==> config.mk <==
export PLATFORM = sky130hd
export DESIGN_NAME = slv_guard_rst_ctrl
export DESIGN_NICKNAME = d
export VERILOG_FILES = /design/src/rtl/slv_guard_rst_ctrl.sv
export SDC_FILE = /design/constraint.sdc
export NUM_CORES = 1
export LEC_CHECK = 0
export ABC_AREA = 1
export CORE_ASPECT_RATIO = 1.4
export CORE_MARGIN = 10
export CORE_UTILIZATION = 56
export CTS_CLUSTER_DIAMETER = 60
export DETAILED_ROUTE_END_ITERATION = 7
export MAX_ROUTING_LAYER = met4
export PLACE_DENSITY = 0.83
export SETUP_SLACK_MARGIN = 0.1
export SLEW_MARGIN = 30
export SYNTH_ARGS = -nofsm -noshare
export SYNTH_HDL_FRONTEND = slang
export SYNTH_SLANG_ARGS = --single-unit
==> constraint.sdc <==
create_clock -name clk_i -period 4.2 [get_ports clk_i]
set_input_delay 1.05 -clock clk_i [delete_from_list [all_inputs] [get_ports clk_i]]
set_output_delay 1.05 -clock clk_i [all_outputs]
set_load 0.01 [all_outputs]
==> src/rtl/slv_guard_rst_ctrl.sv <==
// slv_guard_rst_ctrl: isolate/assert/settle reset sequencer with 4-phase done handshake to the guard.
// Optional saturating sequence counter enabled by macro SLV_GUARD_RST_CTRL_CNT_EN.
module slv_guard_rst_ctrl #(
  parameter int CntWidth    = 10,
  parameter int IsoTimeout  = 256,
  parameter int RstCntWidth = 8
) (
  input  logic                   clk_i,
  input  logic                   rst_i,
  input  logic                   rst_req_i,
  output logic                   rst_stat_o,
  output logic                   slv_rst_no,
  output logic                   slv_isolate_o,
  input  logic                   isolated_i,
  input  logic [CntWidth-1:0]    assert_cycles_i,
  input  logic [CntWidth-1:0]    settle_cycles_i,
  output logic                   busy_o,
  output logic                   iso_timeout_o,
  output logic [RstCntWidth-1:0] reset_count_o
);
  typedef enum logic [2:0] {IDLE, ISOLATE, ASSERT, SETTLE, DONE} state_e;
  localparam logic [CntWidth-1:0] IsoLast = CntWidth'(IsoTimeout - 1);
  localparam logic [CntWidth-1:0] One     = CntWidth'(1);
  state_e state_q, state_d;
  logic [CntWidth-1:0] cnt_q, cnt_d, a_q, a_d, s_q, s_d;
  logic tmo_q, tmo_d, stat_q, stat_d, rst_n_q, rst_n_d, iso_q, iso_d, busy_q, busy_d;
  always_comb begin
    state_d = state_q;
    cnt_d   = '0;
    a_d     = a_q;
    s_d     = s_q;
    tmo_d   = tmo_q;
    case (state_q)
      IDLE: if (rst_req_i) begin
        state_d = ISOLATE;
        a_d     = (assert_cycles_i == '0) ? One : assert_cycles_i;
        s_d     = settle_cycles_i;
      end
      ISOLATE: begin
        cnt_d = cnt_q + One;
        if (isolated_i || cnt_q == IsoLast) begin
          state_d = ASSERT;
          cnt_d   = '0;
          tmo_d   = tmo_q | ~isolated_i;
        end
      end
      ASSERT: begin
        cnt_d = cnt_q + One;
        if (cnt_q == a_q - One) begin
          state_d = (s_q == '0) ? DONE : SETTLE;
          cnt_d   = '0;
        end
      end
      SETTLE: begin
        cnt_d = cnt_q + One;
        if (cnt_q == s_q - One) begin
          state_d = DONE;
          cnt_d   = '0;
        end
      end
      DONE: state_d = rst_req_i ? DONE : IDLE;
      default: state_d = IDLE;
    endcase
  end
  // Output flops track the next state so every output is a plain register.
  always_comb begin
    stat_d  = state_d == DONE;
    rst_n_d = state_d != ASSERT;
    iso_d   = state_d == ISOLATE || state_d == ASSERT || state_d == SETTLE;
    busy_d  = state_d != IDLE;
  end
  always_ff @(posedge clk_i) begin
    if (rst_i) begin
      state_q <= IDLE;
      cnt_q   <= '0;
      a_q     <= '0;
      s_q     <= '0;
      tmo_q   <= 1'b0;
      stat_q  <= 1'b0;
      rst_n_q <= 1'b1;
      iso_q   <= 1'b0;
      busy_q  <= 1'b0;
    end else begin
      state_q <= state_d;
      cnt_q   <= cnt_d;
      a_q     <= a_d;
      s_q     <= s_d;
      tmo_q   <= tmo_d;
      stat_q  <= stat_d;
      rst_n_q <= rst_n_d;
      iso_q   <= iso_d;
      busy_q  <= busy_d;
    end
  end
  assign rst_stat_o    = stat_q;
  assign slv_rst_no    = rst_n_q;
  assign slv_isolate_o = iso_q;
  assign busy_o        = busy_q;
  assign iso_timeout_o = tmo_q;
`ifdef SLV_GUARD_RST_CTRL_CNT_EN
  logic [RstCntWidth-1:0] rcnt_q, rcnt_d;
  always_comb rcnt_d = (state_q == DONE && !rst_req_i && rcnt_q != '1) ? rcnt_q + RstCntWidth'(1) : rcnt_q;
  always_ff @(posedge clk_i) begin
    if (rst_i) rcnt_q <= '0;
    else       rcnt_q <= rcnt_d;
  end
  assign reset_count_o = rcnt_q;
`else
  assign reset_count_o = '0;
`endif
endmodule

======== Word-level counts from Yosys, hierarchy flattened ========
Cells that the tools add are included.
storage, ports and cells
  register bits ........................... 38
  input bits .............................. 24
  output and inout bits ................... 13
  logic and storage cells ................. 47
operators by class
  add/subtract/negate cells ............... 3
  equal/unequal tests ..................... 12
  multiplexer cells ....................... 12
  bitwise operators ....................... 2
  reductions and logical operators ........ 9
operators with widths
  cell                   number
  $mux 10                4
  $pmux 10 s3            1
  $eq 10x10->1           2
  $logic_not 10->1       2
  $sub 10x1->10 const B  2
  $mux 3                 6
  $pmux 3 s5             1
  $eq 3x2->1 const B     4
  $add 10x1->10 const B  1
  $eq 10x8->1 const B    1
  $eq 3x1->1 const B     2
  $eq 3x3->1 const B     2
  $reduce_and 2->1       2
  $logic_not 3->1        1
  $logic_or 1x1->1       3
  $ne 3x2->1 const B     1
  $reduce_bool 3->1      1
  $not 1->1              1
  $or 1x1->1             1

======== Depth between registers and ports, before layout ========
  depth after elaboration ................. 7
  gate-level depth with buffers ........... 16
  gate-level depth less buffers ........... 16

======== Least setup slack after synthesis ========
Ideal clock, no wire load.
  kind .................................... input port to flip-flop
  start point ............................. input port rst_req_i
  end point ............................... register a_q[3]
  library setup time ...................... 0.137 ns
  arrival ................................. 1.762 ns
  path slack .............................. 2.301 ns
  stages on the path ...................... 4
  path buffers ............................ 2
  cells stage by stage .................... nand3_1 > clkbuf_1 > clkbuf_1 > a211oi_1
on the way
  word-level cells in the longest chain between the ends .. 1
RTL lines
  what                        line  source
  start, declared             10    input logic rst_req_i,
  $reduce_and 2->1 (no line)  --
  end signal, assigned        76    a_q <= '0;
  end signal, assigned        86    a_q <= a_d;
  end, declared               25    logic [CntWidth-1:0] cnt_q, cnt_d, a_q, a_d, s_q, s_d;
Every way passes these cells.
A chain may end at the register's enable or synchronous reset.

==> impl_metrics.csv <==
group,metric,value,unit
cells_and_area,layout_commonest_cell,"nand2_1",
cells_and_area,final_cells,424,
global_routing,grt_max_degree,31,
run,drv_cap,0,
synthesis,netlist_instances,353,
routing,vias_per_cell,5.297,
critical_path,critPathKind,"input pin to flop",
critical_path,r2r_end,"busy_o$_SDFF_PP0_",
timing,fin_ws,1934,ps
global_routing,grt_use_total,0.1614,
clock_tree,postCtsSetupBuffers,0,
pwr,pwr-share-seq,0.393,
global_routing,grt_pass1_wl,8976,um
global_routing,grt-ovfl-total,0,
critical_path,cp-endpoint,"s_q[2]$_SDFFE_PP0P_",
critical_path,critPathMaxFanout,15,
routing,route.vias.total,2246,
synthesis,synth_simple_gate_area_frac,0.3573,
critical_path,crit_required,4430,ps
critical_path,cp-end-kind,"flop",
routing,drt-pass1-iter-count,4,
timing,fmax,441.4,MHz
cells_and_area,drive_gt1_frac,0.06824,
critical_path,reg2reg_depth,15,
clock_tree,clk_path_buf_depth,2,
routing,ant_nets,0,
synthesis,synthAdderAreaFrac,0.01637,
pwr,p_switching,0.4350,mW
synthesis,syn_area,0.002293,mm^2
clock_tree,cts_buffers,5,
pwr,p_int,0.7092,mW
pwr,p_sw_frac,0.3802,
cells_and_area,antenna_cells,0,
timing,fin_skew,3.568,ps
synthesis,ys_types,35,
place,dp_hpwl,4223,um
global_routing,antenna_found_initial,0,
pwr,finalPower,1.144,mW
clock_tree,cts_root_buffer,"clkbuf_8",
die,io_pins,37,
place,gp_congestion,0.8550,
synthesis,synth-xor-area-share,0.06492,
die,die_y,95.72,um
routing,drc,0,
timing,final.setup.tns,0,ps
critical_path,cp.arrival,2490,ps
cells_and_area,finalNetCount,407,
clock_tree,cts_tree,"yes",
routing,wl_per_cell,12.45,um
synthesis,avgSynthCellArea,6.497,um^2
synthesis,synth_top_family_by_area,"simple AND/OR/NAND/NOR gates",
place,post-place-cells,416,
cells_and_area,final_cell_mix,"87 x nand2_1, 53 x inv_1, 41 x nor2_1",
min_path,hold_path.class,"flop to flop",
routing,drtIter0Drc,118,
timing,rsz0062_at_grt,"no",
die,die_w,74.09,um
timing,slew_viol_final,0,
die,num_rows,27,
timing,fin_crit_sh,0.5395,
timing,setup_viol,0,
critical_path,r2r_slack,2110,ps
clock_tree,hold_buffers,0,
synthesis,seq_area_frac_synth,0.3317,
routing,routed_wl,5277,um
clock_tree,clock_sinks,38,
critical_path,crit_path_start,"rst_i",
clock_tree,htreeDepth,2,
timing,finalHoldViolations,0,
critical_path,start_kind,"input pin",
die,dieArea,0.007091,mm^2
pwr,p_per_area,429.5,mW/mm^2
timing,period_minus_slack,2266,ps
timing,holdWs,485.0,ps
critical_path,rr_startpoint,"s_q[0]$_SDFFE_PP0P_",
global_routing,grt_pass1_vias,2075,
die,start_util,0.5802,
place,pre_cts_slack,1630,ps
clock_tree,insertion_delay,290,ps
clock_tree,cts_resized,0,
synthesis,yosys_warnings,0,
synthesis,synth_compound_area_frac,0.09929,
place,io_buffers,28,
pwr,pwr-share-clk,0.228,
pwr,pwr-share-comb,0.379,
synthesis,ys_seq_elements,38,
pwr,ir_drop,329.6,uV
cells_and_area,syn_to_final_growth,16.15,%
clock_tree,cts.clk_slew.worst_paths,70,ps
min_path,min_path_cells,2,
outcome,status,"finished clean",
die,core-area,0.003953,mm^2
pwr,p_leak,1.254,nW
synthesis,muxShareOfSynthArea,0,
critical path: stages:
cell             delay (ps)
clkdlybuf4s50_1         620
inv_1                   490
o21ai_0                 190
a21oi_1                 140
synth_stat cells (all sizes together):
cell type,n,share of area
nand2,91,0.16
inv,54,0.088
nor2,44,0.075
dfxtp,38,0.33
nand3,25,0.061
a21oi,17,0.039
o21ai,16,0.035
buf,10,0.030
xor2,10,0.038
nand4,8,0.022
xnor2,7,0.027
clkbuf,6,0.010
nor3,5,0.013
a211oi,4,0.013
or2,4,0.011
ha,3,0.016
nor4,3,0.0082
a31oi,2,0.0055
a311oi,1,0.0038
conb,1,0.0016
nand3b,1,0.0033
nor3b,1,0.0055
o21bai,1,0.0033
or3,1,0.0027
power groups by stage:
stage,sequential [mW],clock [mW],combinational [mW]
4_1_cts,0.449,0.266,0.434
3_5_place_dp,0.457,0,0.431
6_report,0.449,0.261,0.434
3_3_place_gp,0.455,0,0.420
5_1_grt,0.457,0.283,0.498
2_1_floorplan,0.452,0,0.324
worst min-delay path by stage:
stage	endpoint	start	slack, ps
after floorplan	cnt_q[0]$_SDFF_PP0_	cnt_q[0]$_SDFF_PP0_	440
after global placement	iso_timeout_o$_SDFFE_PP0P_	iso_timeout_o$_SDFFE_PP0P_	470
after detailed placement	iso_timeout_o$_SDFFE_PP0P_	iso_timeout_o$_SDFFE_PP0P_	470
after CTS	a_q[9]$_SDFFE_PP0P_	a_q[9]$_SDFFE_PP0P_	480
after global routing	iso_timeout_o$_SDFFE_PP0P_	iso_timeout_o$_SDFFE_PP0P_	510
final	a_q[9]$_SDFFE_PP0P_	a_q[9]$_SDFFE_PP0P_	490
cell type report:
type,instances,area [um^2]
inverter,54,202.7
tap,43,53.80
multi-input combinational,252,1264
clock inverter,2,12.51
sequential,38,760.7
fill,356,1289
timing repair buffer,29,287.8
clock buffer,6,82.58
kinds of logic after synthesis:
| kind of cell | after synthesis |
|---|---|
| simple gates | 183 |
| buf+inv | 70 |
| compound gates | 41 |
| flops | 38 |
| xor+xnor | 17 |
| fa+ha+maj | 3 |
| other cells | 1 |
registers in the layout, indices dropped and copies added (netlist names):
name	flops
slv_rst_no	1
a_q	10
iso_timeout_o	1
rst_stat_o	1
slv_isolate_o	1
s_q	10
busy_o	1
state_q	3
cnt_q	10
stage by stage:
step | util | instance area, um^2
2_1_floorplan | - | 2320
4_1_cts | 0.6739 | 2664
5_1_grt | 0.6739 | 2664
6_report | 0.6739 | 2664
3_5_place_dp | 0.6499 | 2569
3_3_place_gp | 0.6499 | 2569
per-layer routing:
layer  wire, um  vias to the layer above  part of all wire  global-route usage
li1           -                     1153                 -                   -
met1       2202                     1023              0.42              0.1676
met2       2640                       52              0.50              0.2735
met3        229                       18             0.043             0.03502
met4        205                        0             0.039             0.09190
met5          0                        -                 0                   -
Power figures use the tool's default switching activity.
